$ cat config.mk
export PLATFORM = sky130hd
export DESIGN_NAME = serial_adder
export DESIGN_NICKNAME = d
export VERILOG_FILES = /design/src/rtl/serial_adder_pkg.sv /design/src/rtl/serial_adder_full_adder_cell.sv /design/src/rtl/serial_adder.sv
export SDC_FILE = /design/constraint.sdc
export NUM_CORES = 1
export LEC_CHECK = 0
export CORE_AREA = 5 5 61 57
export CTS_CLUSTER_SIZE = 40
export DETAILED_ROUTE_END_ITERATION = 7
export DIE_AREA = 0 0 66 62
export GPL_TIMING_DRIVEN = 0
export PLACE_DENSITY = 0.78
export SLEW_MARGIN = 0
export SYNTH_ARGS = -nofsm -noshare
export SYNTH_HDL_FRONTEND = slang
export SYNTH_SLANG_ARGS = --single-unit
$ cat constraint.sdc
create_clock -name clk -period 2.9 [get_ports clk]
set_input_delay 0.58 -clock clk [delete_from_list [all_inputs] [get_ports clk]]
set_output_delay 0.58 -clock clk [all_outputs]
set_load 0.01 [all_outputs]
$ cat src/rtl/serial_adder_pkg.sv
// Shared types and constants for the bit-serial adder.
package serial_adder_pkg;

  localparam int WIDTH_DEFAULT = 8;

  typedef enum logic [1:0] {
    IDLE  = 2'd0,
    SHIFT = 2'd1,
    DONE  = 2'd2
  } state_t;

endpackage

$ cat src/rtl/serial_adder_full_adder_cell.sv
// One-bit full adder built from two half-adder stages and an OR of their carries.
module full_adder_cell (
  input  logic a,
  input  logic b,
  input  logic cin,
  output logic s,
  output logic cout
);

  logic ha1_s;
  logic ha1_c;
  logic ha2_c;

  assign ha1_s = a ^ b;
  assign ha1_c = a & b;
  assign s     = ha1_s ^ cin;
  assign ha2_c = ha1_s & cin;
  assign cout  = ha1_c | ha2_c;

endmodule

$ cat src/rtl/serial_adder.sv
// Bit-serial unsigned adder: LSB-first, one bit per clock, valid/ready on both sides.
// Define SERIAL_ADDER_OVF_EN to add the signed-overflow output ovf.
module serial_adder
  import serial_adder_pkg::*;
#(
  parameter int WIDTH = WIDTH_DEFAULT
) (
  input  logic             clk,
  input  logic             rst_n,
  input  logic             in_valid,
  output logic             in_ready,
  input  logic [WIDTH-1:0] a,
  input  logic [WIDTH-1:0] b,
  output logic [WIDTH-1:0] sum,
  output logic             carry,
  output logic             out_valid,
  input  logic             out_ready
`ifdef SERIAL_ADDER_OVF_EN
  ,
  output logic             ovf
`endif
);

  localparam int CW = (WIDTH > 1) ? $clog2(WIDTH) : 1;

  state_t           state_reg;
  state_t           state_next;
  logic [WIDTH-1:0] a_sr_reg;
  logic [WIDTH-1:0] b_sr_reg;
  logic [WIDTH-1:0] sum_sr_reg;
  logic             carry_reg;
  logic [CW-1:0]    cnt_reg;
  logic             last_bit;
  logic             fa_s;
  logic             fa_cout;

  assign last_bit = (cnt_reg == CW'(WIDTH - 1));

  full_adder_cell u_fa (
    .a    (a_sr_reg[0]),
    .b    (b_sr_reg[0]),
    .cin  (carry_reg),
    .s    (fa_s),
    .cout (fa_cout)
  );

  always_ff @(posedge clk or negedge rst_n) begin
    if (!rst_n) begin
      state_reg <= IDLE;
    end else begin
      state_reg <= state_next;
    end
  end

  always_comb begin
    state_next = state_reg;
    in_ready   = 1'b0;
    out_valid  = 1'b0;
    case (state_reg)
      IDLE: begin
        in_ready = 1'b1;
        if (in_valid) state_next = SHIFT;
      end
      SHIFT: begin
        if (last_bit) state_next = DONE;
      end
      DONE: begin
        out_valid = 1'b1;
        if (out_ready) state_next = IDLE;
      end
      default: state_next = IDLE;
    endcase
  end

  // Result bits enter at the MSB so that after WIDTH shifts bit 0 sits at the LSB.
  always_ff @(posedge clk or negedge rst_n) begin
    if (!rst_n) begin
      a_sr_reg   <= '0;
      b_sr_reg   <= '0;
      sum_sr_reg <= '0;
      carry_reg  <= 1'b0;
      cnt_reg    <= '0;
    end else begin
      case (state_reg)
        IDLE: begin
          if (in_valid) begin
            a_sr_reg  <= a;
            b_sr_reg  <= b;
            carry_reg <= 1'b0;
            cnt_reg   <= '0;
          end
        end
        SHIFT: begin
          a_sr_reg   <= a_sr_reg >> 1;
          b_sr_reg   <= b_sr_reg >> 1;
          sum_sr_reg <= {fa_s, sum_sr_reg[WIDTH-1:1]};
          carry_reg  <= fa_cout;
          cnt_reg    <= cnt_reg + 1'b1;
        end
        default: begin
        end
      endcase
    end
  end

  assign sum   = sum_sr_reg;
  assign carry = carry_reg;

`ifdef SERIAL_ADDER_OVF_EN
  logic ovf_reg;

  // On the MSB step carry_reg is the carry into the MSB and fa_cout the carry out.
  always_ff @(posedge clk or negedge rst_n) begin
    if (!rst_n) begin
      ovf_reg <= 1'b0;
    end else if (state_reg == IDLE && in_valid) begin
      ovf_reg <= 1'b0;
    end else if (state_reg == SHIFT && last_bit) begin
      ovf_reg <= carry_reg ^ fa_cout;
    end
  end

  assign ovf = ovf_reg;
`endif

endmodule

After elaboration in Yosys (flattened, before gate mapping)
Index checks and enable logic that the tools add are counted.
- register bits: 30
- input port bits: 20
- output and inout bits: 11
- word-level logic and storage cells: 36
- $add $sub $neg: 1
- equal/unequal tests: 6
- multiplexer cells: 14
- bitwise gates (word level): 5
- reductions and logical operators: 4
- operators with widths (kind ; count):
    8-bit case mux with 2 select lines ; 2
    8-bit 2-to-1 mux ; 2
    2-bit 2-to-1 mux ; 3
    2-bit != test, second input constant ; 3
    2-bit case mux with 3 select lines ; 1
    3-bit case mux with 2 select lines ; 1
    3-bit by 1-bit adder with 3-bit output, second input constant ; 1
    3-bit == test, second input constant ; 1
    1-bit 2-to-1 mux ; 3
    3-bit 2-to-1 mux ; 1
    3-bit AND reduction ; 1
    1-bit bitwise AND ; 2
    2-bit by 1-bit == test with 1-bit output, second input constant ; 1
    2-bit == test, second input constant ; 1
    2-bit logical NOT ; 1
    1-bit case mux with 2 select lines ; 1
    2-bit AND reduction ; 1
    2-bit nonzero test ; 1
    1-bit bitwise XOR ; 2
    1-bit bitwise OR ; 1

Depth between registers and ports, before layout
Gate-level depths: netlist of run 1.
- word-level depth: 4
- mapped depth: 6
- depth with buffers taken out: 4

By module
Synthesis of run 1 repeated with hierarchy kept, for this count alone.
- cell total of the unflattened synthesis: 127
- area total of the unflattened synthesis: 1378.8 µm²
- by module, submodules not included (module ; instances ; cells each ; area an instance (µm²) ; sequential area each (µm²)):
    serial_adder ; 1 ; 126 ; 1358.8 ; 750.7
    full_adder_cell ; 1 ; 1 ; 20.0 ; 0.0

Worst setup path after synthesis of run 1
No wires, ideal clock.
- path type: register to output
- start: register state_reg[1]
- end: output port out_valid
- arrival time: 0.729 ns
- data required time: 2.320 ns
- setup slack: 1.591 ns
- stages on the path, launching flop included: 4
- path buffers: 1
- cells stage by stage: dfrtp_1 > buf_6 > inv_1 > nor2_1
- longest elaborated chain between the ends: 2
- ends and longest elaborated chain (element ; RTL line ; text):
    start: declaration ; serial_adder.sv:26 ; state_t state_reg;
    start signal: assignment ; serial_adder.sv:51 ; state_reg <= state_next;
    2-bit == test ; serial_adder.sv:59 ; case (state_reg)
    1-bit 2-to-1 mux ; serial_adder.sv:59 ;
    end: declaration ; serial_adder.sv:16 ; output logic out_valid,
No other way between the ends.

Worst setup path after layout of run 1
Ends and elaborated chain as after synthesis.

==> results of run 1 <==
power by group:
| group | internal, uW | leakage (uW) | switching (uW) |
|---|---|---|---|
| Combinational | 564 | 0.000385 | 383 |
| Clock | 91.2 | 0.0000254 | 139 |
| Sequential | 621 | 0.000356 | 153 |
stage by stage:
step	utilization	total power (uW)	cell area (sq um)	setup slack, ps
floorplan	-	1427	1400	1591
global route	0.6570	2098	1790	578.2
detailed placement	0.6423	1734	1750	731.0
CTS	0.6589	1965	1795	652.6
global placement	0.6423	1697	1750	794.0
finish	0.6570	1951	1790	665.6
logic make-up (layout without fill, tap and decap cells):
family,Yosys count,after routing
compound gates,45,45
buf+inv,12,49
mux,7,7
fa+ha+maj,3,3
flops,30,30
simple gates,14,14
synth_stat cells, drive strengths merged:
library cell | number | share of area
mux2 | 7 | 0.075
nand3b | 1 | 0.0054
o22ai | 21 | 0.11
ha | 2 | 0.018
inv | 6 | 0.016
dfrtp | 30 | 0.54
nand2b | 3 | 0.021
nor2 | 5 | 0.019
a22o | 3 | 0.019
nor2b | 1 | 0.0045
nand2 | 3 | 0.0080
and2 | 1 | 0.0045
fa | 1 | 0.014
buf | 6 | 0.047
o221a | 1 | 0.0080
a2bb2oi | 6 | 0.038
a21oi | 7 | 0.025
a32o | 1 | 0.0071
o21ai | 5 | 0.018
o21bai | 1 | 0.0054
routing by layer:
metal | up-vias | share of wire | global-route usage
met5 | - | 0 | 0
met2 | 27 | 0.47 | 0.2729
met3 | 7 | 0.067 | 0.05216
li1 | 487 | - | -
met4 | 0 | 0.015 | 0.09565
met1 | 480 | 0.45 | 0.1839
final cells by class:
| class | instances | area [sq um] |
|---|---|---|
| buffer | 6 | 66.31 |
| inverter | 6 | 22.52 |
| clock buffer | 7 | 45.04 |
| fill | 223 | 934.6 |
| timing repair buffer | 30 | 295.3 |
| multi-input combinational | 69 | 560.5 |
| sequential | 30 | 750.7 |
| tap | 40 | 50.05 |
worst max path at each step:
stage,from,end,depth (start not counted)
2_1_floorplan,state_reg[1],out_valid,3
3_3_place_gp,rst_n,b_sr_reg[4],1
3_5_place_dp,rst_n,b_sr_reg[3],1
4_1_cts,state_reg[1],out_valid,4
5_1_grt,state_reg[1],out_valid,4
6_report,state_reg[1],out_valid,4
==> PnR_summary.wiki, run 1 <==
{| class="wikitable"
! Metric !! Value
|-
| Reg2Reg Launch Point || state_reg[1]
|-
| Total standard cell area after synthesis || between 1000 and 1500 sq um
|-
| R2R depth || 5
|-
| Final critical delay including setup and external delays || 2234 ps
|-
| Final Instance Count excl. Fillers || 188
|-
| Clock Sink Count || 30
|-
| Post-route fraction of the period consumed by the critical path || 0.7705
|-
| Synthesized area per cell || ~13 sq um
|-
| Critical path startpoint category || flip-flop
|-
| Leakage power || 0.0007661 uW
|-
| Maximum single-stage delay on the critical path || approximately 560 ps
|-
| Setup Total Neg Slack || 0 ps
|-
| Worst vdd rail ir drop || 0.5452 mV
|-
| Mapped Cells || around 110
|-
| Final Max Tran Viols || 0
|-
| Worst hold-check path type || primary input to async pin
|-
| Clock tree from TritonCTS || done
|-
| Setup Buffers After CTS || 0
|-
| Vias in the first global route || 1030
|-
| CTS Buf Count || 5
|-
| #FFs+latches synth || 30
|-
| Max-cap viol count || 0
|-
| Commonest non-fill, non-tap cell in the layout || dfrtp_1
|-
| First-iteration detailed-routing DRC count || 12
|-
| Net total in the final layout || 171
|-
| Main combinational cell family by area after synthesis || compound AO/OA/AOI/OAI gates
|-
| Dpl cells || 181
|-
| Power density of the placed cells || 1090 nW/um^2
|-
| Result of the run || completed
|-
| Arr. time, crit path || 1650 ps
|-
| Routed via count || 1001
|-
| Initial antenna violation count || 0
|-
| Slew at the pin with the worst max-slew slack || around 660 ps
|-
| Highest clock frequency the design can meet || between 400 and 500 MHz
|-
| Multiplexer fraction of the synthesized cell area || 0.07507
|-
| Xor and xnor area share after synthesis || 0
|-
| Maximum number of pins on one net before global-route repair || 31
|-
| Source-to-sink clock delay at the later pin of the worst-skew pair || approximately 330 ps
|-
| Fraction of the mapped netlist area in simple logic gates || 0.06166
|-
| Number of buffers inserted for hold repair after clock tree synthesis || 0
|-
| Share of the yosys chip area belonging to registers || 0.5362
|-
| Largest fanout on the critical path || 9
|-
| DRT antenna net count || 0
|-
| CP bufs+invs || 3
|-
| Crit path capture type || primary output
|-
| Full die area || 4092 sq um
|-
| Tightest slew margin relative to the limit || 0.5627
|-
| Number of different library cells in the post-synthesis netlist || 28
|-
| Final Hold Slack || 269.2 ps
|-
| Number of detailed-routing iterations run before antenna repair || 4
|-
| Clock tree skew after final layout || 2.374 ps
|-
| Hold violation count in the final report || 0
|-
| Crit Reg-Reg Endpoint || a_sr_reg[0]
|-
| Die Span Y || 62 microns
|-
| First-pass GRT wire length || 4761 microns
|-
| Cells along the critical path || buf_6, inv_1, nor2_1, clkdlybuf4s50_1
|-
| DRC errors left || 0
|-
| DRT Wirelength || 2861 microns
|-
| Total setup violations reported at the end of the flow || 0
|-
| Antenna cells || 0
|-
| Width of the chip || 66 microns
|-
| I/O pin total || 31
|-
| Number of buffers inserted by port buffering || 30
|-
| Total global routing track utilization || 0.1619
|-
| Estimated wirelength of the detail-placed design || 1978 microns
|-
| Synthesized-area fraction occupied by adder cells || 0.03217
|-
| CTS max path bufs || 2
|-
| Crit path max-delay family || buffers and inverters
|-
| YS warnings || 0
|-
| Area inside the core boundary || between 2000 and 3000 sq um
|-
| Overflow left after global routing || 0
|-
| Net count after synthesis || 134
|-
| Starting Density || 0.5138
|-
| Cells resized by post-CTS repair || 0
|-
| Fraction of layout instances using a drive strength above 1 || 0.1892
|-
| Most frequent cells in the layout || 30 x dfrtp_1, 29 x clkdlybuf4s50_1, 17 x o22ai_1, 7 x a21oi_1, 7 x mux2_4
|-
| Slowest stage cell on the critical path || clkdlybuf4s50_1
|-
| Routed len/inst || about 15 microns
|-
| Max H-tree Level || 2
|-
| Global placer's final weighted congestion || 0.7978
|-
| Routed vias/inst || about 5.3
|-
| Signed area change from the synthesized netlist to the final layout || 27.88%
|-
| Setup repair after global routing missed its margin || false
|-
| Clock-pin slew on the worst setup and hold paths || roughly 90 ps
|-
| Worst EP required || 2320 ps
|-
| Area fraction in compound gates after synthesis || 0.2315
|-
| CP Class || flip-flop to primary output
|-
| Clock root buffer master || clkbuf_4
|-
| Worst reg2reg setup slack || 1600 ps
|-
| Number of rows in the core area || 18
|}
Note: power is estimated with default switching activity, not from simulation.
==> inputs of run 2 (changes only) <==
Settings changed: CORE_AREA 5 5 61 57 to 5 5 66 62, DIE_AREA 0 0 66 62 to 0 0 71 67, PLACE_DENSITY 0.78 to 0.69.
Clock period 2.9 ns to 1.9 ns, I/O delays scaled along.
==> run 2 against run 1 <==
Compared with the run above: combinational power is 51% higher; non-clock buffer count stayed put; sequential cell count stayed put; worst setup slack worse by 480 ps; count of clock-buffer cells in the layout stayed put; sequential share of layout area is 1.1 points lower; global-route usage is 2.8 points lower; hold slack worse by 140 ps; clock power is 130% higher; critical path depth stayed put; via count is 3.5% higher; critical path type unchanged.
==> PnR_summary.wiki, run 2 (synthesis gave the netlist of run 1 again) <==
{| class="wikitable"
! Metric !! Value
|-
| Routed len/inst || 14.95 microns (was 15.22 microns)
|-
| Max-cap viol count || 0 (unchanged)
|-
| DRC errors left || 0 (unchanged)
|-
| Setup Total Neg Slack || 0 ps (unchanged)
|-
| Crit path capture type || primary output (unchanged)
|-
| Final critical delay including setup and external delays || around 1700 ps
|-
| Worst reg2reg setup slack || 620 ps (was 1600 ps)
|-
| DR top layer || met4 (unchanged)
|-
| Slowest stage cell on the critical path || dfrtp_1 (was clkdlybuf4s50_1)
|-
| Combinational fraction of design power || 0.456 (was 0.485)
|-
| Logic depth of the worst path, buffers included || 4 (unchanged)
|-
| CP bufs+invs || 3 (unchanged)
|-
| Antenna cells || 0 (unchanged)
|-
| Number of fill cells in the layout || 302 (was 223)
|-
| Arr. time, crit path || 1330 ps (was 1650 ps)
|-
| First-pass GRT wire length || 4864 microns (was 4761 microns)
|-
| DRT antenna net count || 0 (unchanged)
|-
| Global placer's final weighted congestion || 0.7692 (was 0.7978)
|-
| Power density of the placed cells || 1701 nW/um^2 (was 1090 nW/um^2)
|-
| Routed met3 length || 222 microns (was 192 microns)
|-
| Tightest slew margin relative to the limit || 0.5578 (was 0.5627)
|-
| CP Class || flip-flop to primary output (unchanged)
|-
| Overflow left after global routing || 0 (unchanged)
|-
| CTS max path bufs || 2 (unchanged)
|-
| Fraction of layout instances using a drive strength above 1 || 0.2081 (was 0.1892)
|-
| Pre-CTS worst setup slack || -107.5 ps (was 731.0 ps)
|-
| R2R depth || 5 (unchanged)
|-
| Slew at the pin with the worst max-slew slack || 663.3 ps (was 656.0 ps)
|-
| Worst vdd rail ir drop || 0.6161 mV (was 0.5452 mV)
|-
| Clock tree skew after final layout || 3.634 ps (was 2.374 ps)
|-
| Maximum single-stage delay on the critical path || 380 ps (was 560 ps)
|-
| Estimated wirelength of the detail-placed design || 2057 microns (was 1978 microns)
|-
| Total global routing track utilization || 0.1344 (was 0.1619)
|-
| Clock Sink Count || 30 (unchanged)
|-
| Hold violation count in the final report || 0 (unchanged)
|-
| Wire length the detailed router placed on met1 || 1255 microns (was 1281 microns)
|-
| Internal power contribution || 2095 uW (was 1276 uW)
|-
| Routed vias/inst || 5.368 (was 5.324)
|-
| Net total in the final layout || 171 (unchanged)
|-
| Leakage power || 0.0007958 uW (was 0.0007661 uW)
|-
| Reg2Reg Launch Point || state_reg[1] (unchanged)
|-
| Clock-pin slew on the worst setup and hold paths || 60 ps (was 90 ps)
|-
| CTS Buf Count || 5 (unchanged)
|-
| Area inside the core boundary || 3303 sq um (was 2725 sq um)
|-
| I/O pin total || 31 (unchanged)
|-
| Clk network pwr share || 0.166 (was 0.118)
|-
| Crit Reg-Reg Endpoint || a_sr_reg[2] (was a_sr_reg[0])
|-
| Highest clock frequency the design can meet || 584.8 MHz
|-
| Width of the chip || 71 microns (was 66 microns)
|-
| Worst Slack Setup Final || 189.9 ps (was 665.6 ps)
|-
| Setup repair after global routing missed its margin || false (unchanged)
|-
| First-iteration detailed-routing DRC count || 22 (was 12)
|-
| Full die area || 4757 sq um (was 4092 sq um)
|-
| Placement-stage cell area || 1755 sq um (was 1750 sq um)
|-
| Clock root buffer master || clkbuf_8 (was clkbuf_4)
|-
| Number of rows in the core area || 20 (was 18)
|-
| Total setup violations reported at the end of the flow || 0 (unchanged)
|-
| Critical Path Sink || out_valid (unchanged)
|-
| Worst EP required || 1520 ps (was 2320 ps)
|-
| Vias in the first global route || 1064 (was 1030)
|-
| Worst hold-check path type || primary input to async pin (unchanged)
|-
| Net switching share of the total power || 0.3307 (was 0.3462)
|-
| Final Instance Count excl. Fillers || 193 (was 188)
|-
| Number of buffers inserted by port buffering || 30 (unchanged)
|-
| Commonest non-fill, non-tap cell in the layout || dfrtp_1 (unchanged)
|-
| Share of power burned in registers || 0.378 (was 0.397)
|-
| Initial antenna violation count || 0 (unchanged)
|-
| Critical path startpoint category || flip-flop (unchanged)
|-
| Most frequent cells in the layout || 29 x dfrtp_1, 27 x clkdlybuf4s50_1, 17 x o22ai_1, 7 x a21oi_1, 7 x mux2_4 (was 30 x dfrtp_1, 29 x clkdlybuf4s50_1, 17 x o22ai_1, 7 x a21oi_1, 7 x mux2_4)
|-
| Final Max Tran Viols || 0 (unchanged)
|-
| Dpl cells || 185 (was 181)
|-
| CP startpoint || state_reg[1] (unchanged)
|-
| Number of buffers inserted for hold repair after clock tree synthesis || 0 (unchanged)
|-
| Clock tree from TritonCTS || done (unchanged)
|-
| Maximum number of pins on one net before global-route repair || 31 (unchanged)
|-
| Post-route fraction of the period consumed by the critical path || 0.9000
|-
| Number of detailed-routing iterations run before antenna repair || 4 (unchanged)
|-
| DRT Wirelength || 2885 microns (was 2861 microns)
|-
| Starting Density || 0.4239 (was 0.5138)
|-
| Source-to-sink clock delay at the later pin of the worst-skew pair || 280 ps (was 330 ps)
|-
| Crit path max-delay family || buffers and inverters (unchanged)
|-
| Net Sw Power || 1035 uW (was 675.6 uW)
|-
| Met2 routed WL || 1348 microns (was 1343 microns)
|-
| Largest fanout on the critical path || 9 (unchanged)
|-
| Final core utilization || 0.5572 (was 0.6570)
|-
| Die Span Y || 67 microns (was 62 microns)
|-
| Routed via count || 1036 (was 1001)
|-
| Result of the run || completed (unchanged)
|-
| Max H-tree Level || 2 (unchanged)
|-
| Post-route cell area || 1841 sq um (was 1790 sq um)
|-
| Signed area change from the synthesized netlist to the final layout || 31.46% (was 27.88%)
|-
| Cells along the critical path || buf_6, inv_1, nor2_1, dlygate4sd2_1 (was buf_6, inv_1, nor2_1, clkdlybuf4s50_1)
|}
run 2: worst min-delay path by stage:
| stage | startpoint | end | slack (ps) | cells past startpoint |
|---|---|---|---|---|
| 2_1_floorplan | rst_n | a_sr_reg[0] | 80 | 0 |
| 3_3_place_gp | cnt_reg[0] | cnt_reg[0] | 470 | 1 |
| 3_5_place_dp | cnt_reg[0] | cnt_reg[0] | 480 | 1 |
| 4_1_cts | cnt_reg[0] | cnt_reg[0] | 490 | 1 |
| 5_1_grt | rst_n | sum[3] | 180 | 1 |
| 6_report | rst_n | sum[1] | 130 | 1 |
run 2: stage by stage:
stage | power (uW) | hold WS (ps)
4_1_cts | 3177 | 491.0
3_3_place_gp | 2599 | 474.0
2_1_floorplan | 2178 | 84.41
6_report | 3130 | 131.4
3_5_place_dp | 2643 | 477.4
5_1_grt | 3381 | 184.2
run 2: routing by layer:
| metal | GRT usage | vias to the layer above |
|---|---|---|
| met3 | 0.04827 | 9 |
| li1 | - | 490 |
| met5 | 0 | - |
| met4 | 0.04930 | 0 |
| met2 | 0.2199 | 31 |
| met1 | 0.1629 | 506 |
run 2: final cells by class:
class                      count  area (sq um)  area share
multi-input combinational     69         560.5      0.3046
sequential                    30         752.0      0.4086
timing repair buffer          30         292.8      0.1591
clock inverter                 1         5.005    0.002719
tap                           44         55.05     0.02991
buffer                         6         66.31     0.03603
clock buffer                   7         86.33     0.04691
inverter                       6         22.52     0.01224
run 2: repair_timing:
| action | in CTS | in global routing |
|---|---|---|
| endpoints found under the setup margin | 2 | 0 |
| setup buffers | 0 | 0 |
| gates resized for setup | 3 | 0 |
run 2: power by group through the flow:
| stage | logic (uW) | clock network (uW) | registers [uW] |
|---|---|---|---|
| final | 1430 | 520 | 1180 |
| after global routing | 1590 | 565 | 1230 |
| after CTS | 1450 | 537 | 1190 |
| after detailed placement | 1450 | 0 | 1190 |
| after global placement | 1420 | 0 | 1180 |
| after floorplan | 987 | 0 | 1190 |
